`src/rtl/clock_div_pkg.sv`:
```
// Shared constants, types and helpers for the clock_div_bank divider channels.
// half_for_hz() converts a target output frequency into a half-period count.
package clock_div_pkg;

    localparam int unsigned CLK_HZ = 100_000_000;
    localparam int unsigned CNT_W_DEF = 26;
    localparam logic [CNT_W_DEF-1:0] DEFAULT_HALF_DEF = 26'd5000000;

    // Source selected for the active half-period on the next edge.
    typedef enum logic [1:0] {
        ActKeep,
        ActLoad,
        ActPend
    } act_sel_e;

    // Frequencies of zero or above CLK_HZ/2 saturate to the fastest setting.
    function automatic int unsigned half_for_hz(input int unsigned hz);
        if (hz == 0 || hz > CLK_HZ / 2) begin
            return 0;
        end
        return CLK_HZ / (2 * hz) - 1;
    endfunction

endpackage

```
`src/rtl/clock_div_ch.sv`:
```
// One divider channel: half-period counter, glitch-free reload and rising-edge tick.
// A reload requested mid-period is held in pend and applied only at terminal count.
module clock_div_ch
    import clock_div_pkg::*;
#(
    parameter int unsigned      CNT_W        = CNT_W_DEF,
    parameter logic [CNT_W-1:0] DEFAULT_HALF = CNT_W'(DEFAULT_HALF_DEF)
) (
    input  logic             clk_i,
    input  logic             rst_ni,
    input  logic             en_i,
    input  logic             load_i,
    input  logic             sync_i,
    input  logic [CNT_W-1:0] half_i,
    output logic             clk_out_o,
    output logic             tick_o
);

    logic [CNT_W-1:0] count_q, count_d;
    logic [CNT_W-1:0] act_q, act_d;
    logic [CNT_W-1:0] pend_q, pend_d;
    logic             pend_valid_q, pend_valid_d;
    logic             clk_out_q, clk_out_d;
    logic             tick_q, tick_d;
    logic             tc;
    act_sel_e         act_sel;

    assign tc = en_i && (count_q == act_q);

    always_comb begin
        count_d      = count_q;
        pend_d       = pend_q;
        pend_valid_d = pend_valid_q;
        clk_out_d    = clk_out_q;
        tick_d       = 1'b0;
        act_sel      = ActKeep;

        if (sync_i) begin
            // Bank restart wins over TC and load; the load slice is dropped.
            count_d      = '0;
            clk_out_d    = 1'b0;
            pend_valid_d = 1'b0;
            if (pend_valid_q) begin
                act_sel = ActPend;
            end
        end else if (!en_i) begin
            count_d      = '0;
            clk_out_d    = 1'b0;
            pend_valid_d = 1'b0;
            if (load_i) begin
                act_sel = ActLoad;
            end
        end else if (tc) begin
            count_d      = '0;
            clk_out_d    = ~clk_out_q;
            tick_d       = ~clk_out_q;
            pend_valid_d = 1'b0;
            if (load_i) begin
                act_sel = ActLoad;
            end else if (pend_valid_q) begin
                act_sel = ActPend;
            end
        end else begin
            count_d = count_q + CNT_W'(1);
            if (load_i) begin
                pend_d       = half_i;
                pend_valid_d = 1'b1;
            end
        end
    end

    always_comb begin
        unique case (act_sel)
            ActLoad: act_d = half_i;
            ActPend: act_d = pend_q;
            default: act_d = act_q;
        endcase
    end

    always_ff @(posedge clk_i or negedge rst_ni) begin
        if (!rst_ni) begin
            count_q      <= '0;
            act_q        <= DEFAULT_HALF;
            pend_q       <= '0;
            pend_valid_q <= 1'b0;
            clk_out_q    <= 1'b0;
            tick_q       <= 1'b0;
        end else begin
            count_q      <= count_d;
            act_q        <= act_d;
            pend_q       <= pend_d;
            pend_valid_q <= pend_valid_d;
            clk_out_q    <= clk_out_d;
            tick_q       <= tick_d;
        end
    end

    assign clk_out_o = clk_out_q;
    assign tick_o    = tick_q;

endmodule

```
`src/rtl/clock_div_bank.sv`:
```
// NUM_CH independent programmable clock dividers with per-channel enable and reload.
// Define CLKDIV_SYNC_EN to add the sync port that restarts every channel in phase.
module clock_div_bank
    import clock_div_pkg::*;
#(
    parameter int unsigned      NUM_CH       = 4,
    parameter int unsigned      CNT_W        = CNT_W_DEF,
    parameter logic [CNT_W-1:0] DEFAULT_HALF = CNT_W'(DEFAULT_HALF_DEF)
) (
    input  logic                    clk,
    input  logic                    rst_n,
    input  logic [NUM_CH-1:0]       en,
    input  logic [NUM_CH*CNT_W-1:0] half_period,
    input  logic [NUM_CH-1:0]       load,
`ifdef CLKDIV_SYNC_EN
    input  logic                    sync,
`endif
    output logic [NUM_CH-1:0]       clk_out,
    output logic [NUM_CH-1:0]       tick
);

    logic sync_w;

`ifdef CLKDIV_SYNC_EN
    assign sync_w = sync;
`else
    assign sync_w = 1'b0;
`endif

    for (genvar i = 0; i < NUM_CH; i++) begin : g_ch
        clock_div_ch #(
            .CNT_W       (CNT_W),
            .DEFAULT_HALF(DEFAULT_HALF)
        ) u_ch (
            .clk_i    (clk),
            .rst_ni   (rst_n),
            .en_i     (en[i]),
            .load_i   (load[i]),
            .sync_i   (sync_w),
            .half_i   (half_period[i*CNT_W +: CNT_W]),
            .clk_out_o(clk_out[i]),
            .tick_o   (tick[i])
        );
    end

endmodule
```
`config.mk`:
```
export PLATFORM = sky130hd
export DESIGN_NAME = clock_div_bank
export DESIGN_NICKNAME = d
export VERILOG_FILES = /design/src/rtl/clock_div_pkg.sv /design/src/rtl/clock_div_ch.sv /design/src/rtl/clock_div_bank.sv
export SDC_FILE = /design/constraint.sdc
export NUM_CORES = 1
export LEC_CHECK = 0
export ABC_AREA = 1
export BUFFER_PORTS_ARGS = -buffer_cell sky130_fd_sc_hd__buf_2
export CORE_MARGIN = 2
export CORE_UTILIZATION = 30
export CTS_BUF_LIST = sky130_fd_sc_hd__clkbuf_8
export DETAILED_ROUTE_END_ITERATION = 8
export PLACE_DENSITY = 0.54
export SLEW_MARGIN = 20
export SYNTH_ARGS = -nofsm -noshare
export SYNTH_HDL_FRONTEND = slang
export SYNTH_HIERARCHICAL = 1
export SYNTH_SLANG_ARGS = --single-unit
export TNS_END_PERCENT = 5
```
`constraint.sdc`:
```
create_clock -name clk -period 3.95 [get_ports clk]
set_clock_uncertainty 0.05 [all_clocks]
set_input_delay 0.1975 -clock clk [delete_from_list [all_inputs] [get_ports clk]]
set_output_delay 0.1975 -clock clk [all_outputs]
set_load 0.005 [all_outputs]
```
Word level (Yosys, flattened, before mapping)
Index checks and enable logic that the tools add are counted.
Widths: inputs -> output; s select.
Word-level totals
  input port bits: 114
  register bits after elaboration: 324
Operators by class
  equal/unequal tests: 20
  add/sub/neg operators: 4
  multiplexer cells: 60
  reductions and logical operators: 12
  bitwise operators: 8
Operator list (number)
  $mux 26: 8
  $pmux 26 s2: 4
  $add 26x1->26 const B: 4
  $eq 26x26->1: 4
  $mux 1: 32
  $mux 2: 16
  $ne 3x1->1 const B: 4
  $reduce_and 3->1: 4
  $eq 2x1->1 const B: 4
  $eq 2x2->1 const B: 4
  $ne 2x1->1 const B: 4
  $not 1->1: 8
  $reduce_bool 2->1: 4
  $logic_and 1x1->1: 4

Depth between registers and ports, before layout
  depth after elaboration: 6
  depth in mapped cells: 17

Cells and area by module
Netlist, hierarchy kept.
Modules (own cells, without submodules)
  clock_div_ch at g_ch[1].u_ch ...: times used 2, area each 4349.2 µm², cells an instance 577
  clock_div_ch at g_ch[3].u_ch: times used 1, area each 4347.9 µm², cells an instance 572
  clock_div_ch at g_ch[0].u_ch: times used 1, area each 4320.4 µm², cells an instance 566
  clock_div_bank: times used 1, area each 3.8 µm², cells an instance 1

Worst setup path after synthesis
OpenSTA, ideal clock, no wires.
  kind: register to register
  start: register g_ch[3].u_ch.act_q[11]
  end: register g_ch[3].u_ch.act_q[1]
  required time: 3813 ps
  stages on the path, launching flop included: 16
  setup slack: 1376 ps
  path buffers: 3
  data arrival time: 2437 ps
  clock period less this slack: 2574 ps
  path through: dfstp_2 > inv_1 > nand2_1 > nand2_1 > nor2_1 > nand3_1 > nor2_2 > nand3_4 > buf_2 > nand2_1 > nand3_1 > ha_1 > clkbuf_1 > clkbuf_1 > a21oi_1 > a22oi_1
On the way
  longest elaborated chain between the ends: 6
Ends and longest elaborated chain
  from (decl): RTL line clock_div_ch.sv:20  | logic [CNT_W-1:0] act_q, act_d;
  from (signal assigned): RTL line clock_div_ch.sv:90  | act_q <= act_d;
  $eq 26x26->1 (*): RTL line clock_div_ch.sv:28  | assign tc = en_i && (count_q == act_q);
  $logic_and 1x1->1 (*): RTL line clock_div_ch.sv:28
  $mux 2 (*): RTL line clock_div_ch.sv:53  | end else if (tc) begin
  $mux 2 (*): RTL line clock_div_ch.sv:46  | end else if (!en_i) begin
  $eq 2x2->1 / $eq 2x1->1 (equally long branches): RTL line clock_div_ch.sv:73  | unique case (act_sel)
  $pmux 26 s2 / $reduce_bool 2->1 (equally long branches)
Every way passes the cells marked *; elsewhere a longest branch is shown, timed or not.
A chain may end at the register's enable or synchronous reset.

Final worst setup path
Same ends and word-level chain as after synthesis.

==> flow_metrics.env <==
export IMPL_die_h_um=245
export IMPL_p_sw_mw=2.51
export IMPL_pin_count=122
export IMPL_cts_htree_levels=2
export IMPL_synth_ff_latch_count=324
export IMPL_maxCapViolCount=0
export IMPL_ff_latch_area_mm2=0.00815
export IMPL_fin_crit_sh=0.798
export IMPL_final_cells=3345
export IMPL_netSwitchingFraction=0.292
export IMPL_min_period_ns=3.15
export IMPL_dieArea_mm2=0.0598
export IMPL_yosys_warnings=6
export IMPL_wirelength_met1_um=22800
export IMPL_via_per_inst=4.81
export IMPL_fmax_mhz=317
export IMPL_grt_usage=0.168
export IMPL_p_clk_frac=0.377
export IMPL_crit_path_max_fanout=27
export IMPL_portBuffers=121
export IMPL_top_layer="met4"
export IMPL_synthCells=2293
export IMPL_hold_viol_final=0
export IMPL_hpwlAfterDp_um=33100
export IMPL_critPathTopFamily="buffers and inverters"
export IMPL_cts_tree="done"
export IMPL_max_stage_delay_ns=0.77
export IMPL_finalNetCount=2652
export IMPL_endpoint_kind="flop"
export IMPL_drv_slew=0
export IMPL_required_ns=4.41
export IMPL_numCtsBuffers=60
export IMPL_crit_type="reg -> reg"
export IMPL_hold_ws_ns=0.0831
export IMPL_clock_latency_ns=0.65
export IMPL_hp_class="in -> reg"
export IMPL_synth_area_mm2=0.0174
export IMPL_antenna_left=0
export IMPL_clockBufferDepth=3
export IMPL_drt_pre_antenna_iters=6
export IMPL_crit_chain="inv_1 -> nand2_1 -> nand2_1 -> nor2_1 -> nand3_1 -> nor2_2 -> nand3_1 -> a21oi_1 -> ha_1 -> buf_4 -> clkinv_1 -> nand2_1 -> a22oi_1"
export IMPL_ir_drop_mv=0.227
export IMPL_n_fill_cell=6030
export IMPL_syn_avg_cell_area_um2=7.58
export IMPL_cp_common_cell="nand2_1"
export IMPL_cts_resized=0
export IMPL_drt_iter0_drc=1041
export IMPL_drive_above_1_share=0.130
export IMPL_initial_utilization=0.302
export IMPL_p_per_area_mw_per_mm2=407
export IMPL_tightest_slew_ns=0.859
export IMPL_cp_num_buf_inv=3
export IMPL_grt_pass1_vias=15900
export IMPL_rsz0062_at_grt="false"
export IMPL_die_w_um=245
export IMPL_grt_pass1_wl_um=82700
export IMPL_cts_root_buffer="clkbuf_8"
export IMPL_cts_sinks=324
export IMPL_tns_ns=0
export IMPL_arrival_ns=3.61
export IMPL_clk_pin_slew_worst_paths_ns=0.06
export IMPL_wl_met2_um=23300
export IMPL_fp_row_count=88
export IMPL_synth_cell_types=34
export IMPL_wl_um=49800
export IMPL_power_share_combinational=0.153
export IMPL_core_mm2=0.0575
export IMPL_place_gp_congestion=0.906
export IMPL_gr_total_overflow=0
export IMPL_start_kind="flop"
export IMPL_dp_cells=3124
export IMPL_drc=0
export IMPL_synthToLayoutAreaGrowth_pct=21.4
export IMPL_p_leak_nw=10.4
export IMPL_p_int_mw=6.08
export IMPL_seq_area_frac_synth=0.469
export IMPL_antenna_found_initial=1
export IMPL_outcome="complete, no violations"
export IMPL_worst_path_max_delay_cell="clkinv_1"
export IMPL_wl_met3_um=2360
export IMPL_setup_viol=0
export IMPL_num_vias=16100
export IMPL_wl_per_cell_um=14.9
export IMPL_cts_setup_buffers=0
export IMPL_multi_input_area_mm2=0.00784
export IMPL_pwr_share_seq=0.470
export IMPL_grt_max_degree=101
export IMPL_maxSlewHeadroom=0.424
-- Yosys cell counts (all sizes together) --
cell type,count,area share
nand4,132,0.048
dfrtp,292,0.42
xor2,63,0.032
clkinv,4,0.00086
a31oi,3,0.0011
nor4,7,0.0025
conb,1,0.00022
nor3,70,0.022
buf,35,0.014
a21oi,146,0.042
a22oi,79,0.034
o31ai,1,0.00043
o21ai,13,0.0037
dfstp,32,0.048
xnor2,15,0.0076
inv,251,0.054
nand2,726,0.16
nor2,270,0.061
nand3,84,0.031
clkbuf,61,0.013
ha,8,0.0058
-- cells in the final DEF (no fill, tap or decap), drive strengths merged, types with 79 or more instances in the layout --
cell type and n:
a21oi 146, a22oi 79, buf 151, dfrtp 292, dlygate4sd3 109, inv 282
nand2 726, nand3 84, nand4 132, nor2 270
-- worst min-delay path: stages --
cell	delay, ns
buf_2	0.10
buf_4	0.25
nand4_1	0.14
nand2_1	0.05
-- area by class of cell --
type | instances | area share
Multi-Input combinational cell | 1629 | 0.372
Inverter | 255 | 0.0454
Clock inverter | 33 | 0.00599
Clock buffer | 78 | 0.0509
Timing Repair Buffer | 260 | 0.0940
Antenna cell | 1 | 0.000119
Sequential cell | 324 | 0.386
Tap cell | 765 | 0.0454
-- power groups by stage --
stage	clock network [mW]	logic, mW	registers, mW
6_report	3.24	1.32	4.04
5_1_grt	3.51	1.51	4.09
4_1_cts	3.35	1.33	4.04
3_5_place_dp	0	1.24	4.09
3_3_place_gp	0	1.21	4.09
2_1_floorplan	0	0.865	4.02
-- state kept, by name, summed over array words and instances, names as in the netlist --
signal,count
g_ch.u_ch/pend_q,104
g_ch.u_ch/clk_out_o,4
g_ch.u_ch/act_q,104
g_ch.u_ch/count_q,104
g_ch.u_ch/pend_valid_q,4
g_ch.u_ch/tick_o,4
-- repair_timing --
action	4_1_cts	5_1_grt
hold endpoints to repair	309	0
endpoints found under the setup margin	0	0
hold buffers	109	0
-- logic make-up after synthesis --
logic type,share of synthesized area
simple gates,0.322
buf+inv,0.0823
flops,0.469
compound gates,0.0815
xor+xnor,0.0393
fa+ha+maj,0.00576
other cells,0.000216
-- routing by layer --
| layer | up-vias | GRT usage |
|---|---|---|
| met5 | - | 0 |
| met2 | 440 | 0.275 |
| met4 | 0 | 0.0542 |
| met1 | 7680 | 0.225 |
| li1 | 7879 | - |
| met3 | 104 | 0.0284 |
-- worst paths after layout --
check	from	endpoint	slack [ns]	cells past startpoint
max in group asynchronous	rst_n	g_ch[2].u_ch/act_q[8]$_DFFE_PN1P_	2.66	3
setup / recovery	g_ch[3].u_ch/act_q[11]$_DFFE_PN1P_	g_ch[3].u_ch/act_q[1]$_DFFE_PN0P_	0.80	13
hold reg to reg	g_ch[1].u_ch/pend_q[10]$_DFFE_PN0P_	g_ch[1].u_ch/pend_q[10]$_DFFE_PN0P_	0.42	2
min in group asynchronous	rst_n	g_ch[1].u_ch/act_q[10]$_DFFE_PN0P_	0.15	2
setup reg to reg	g_ch[3].u_ch/act_q[11]$_DFFE_PN1P_	g_ch[3].u_ch/act_q[1]$_DFFE_PN0P_	0.80	13
hold / removal	load[3]	g_ch[3].u_ch/pend_q[1]$_DFFE_PN0P_	0.08	4
-- through the flow --
step           area, um^2  worst slack, ns  utilization  power [mW]
6_report            21100            0.798        0.367        8.59
5_1_grt             21100            0.514        0.367        9.11
4_1_cts             21100            0.784        0.367        8.72
3_5_place_dp        18800            0.808        0.327        5.33
3_3_place_gp        18800            0.843        0.327        5.30
2_1_floorplan       17400             1.38            -        4.89
Note: power is estimated with default switching activity, not from simulation.
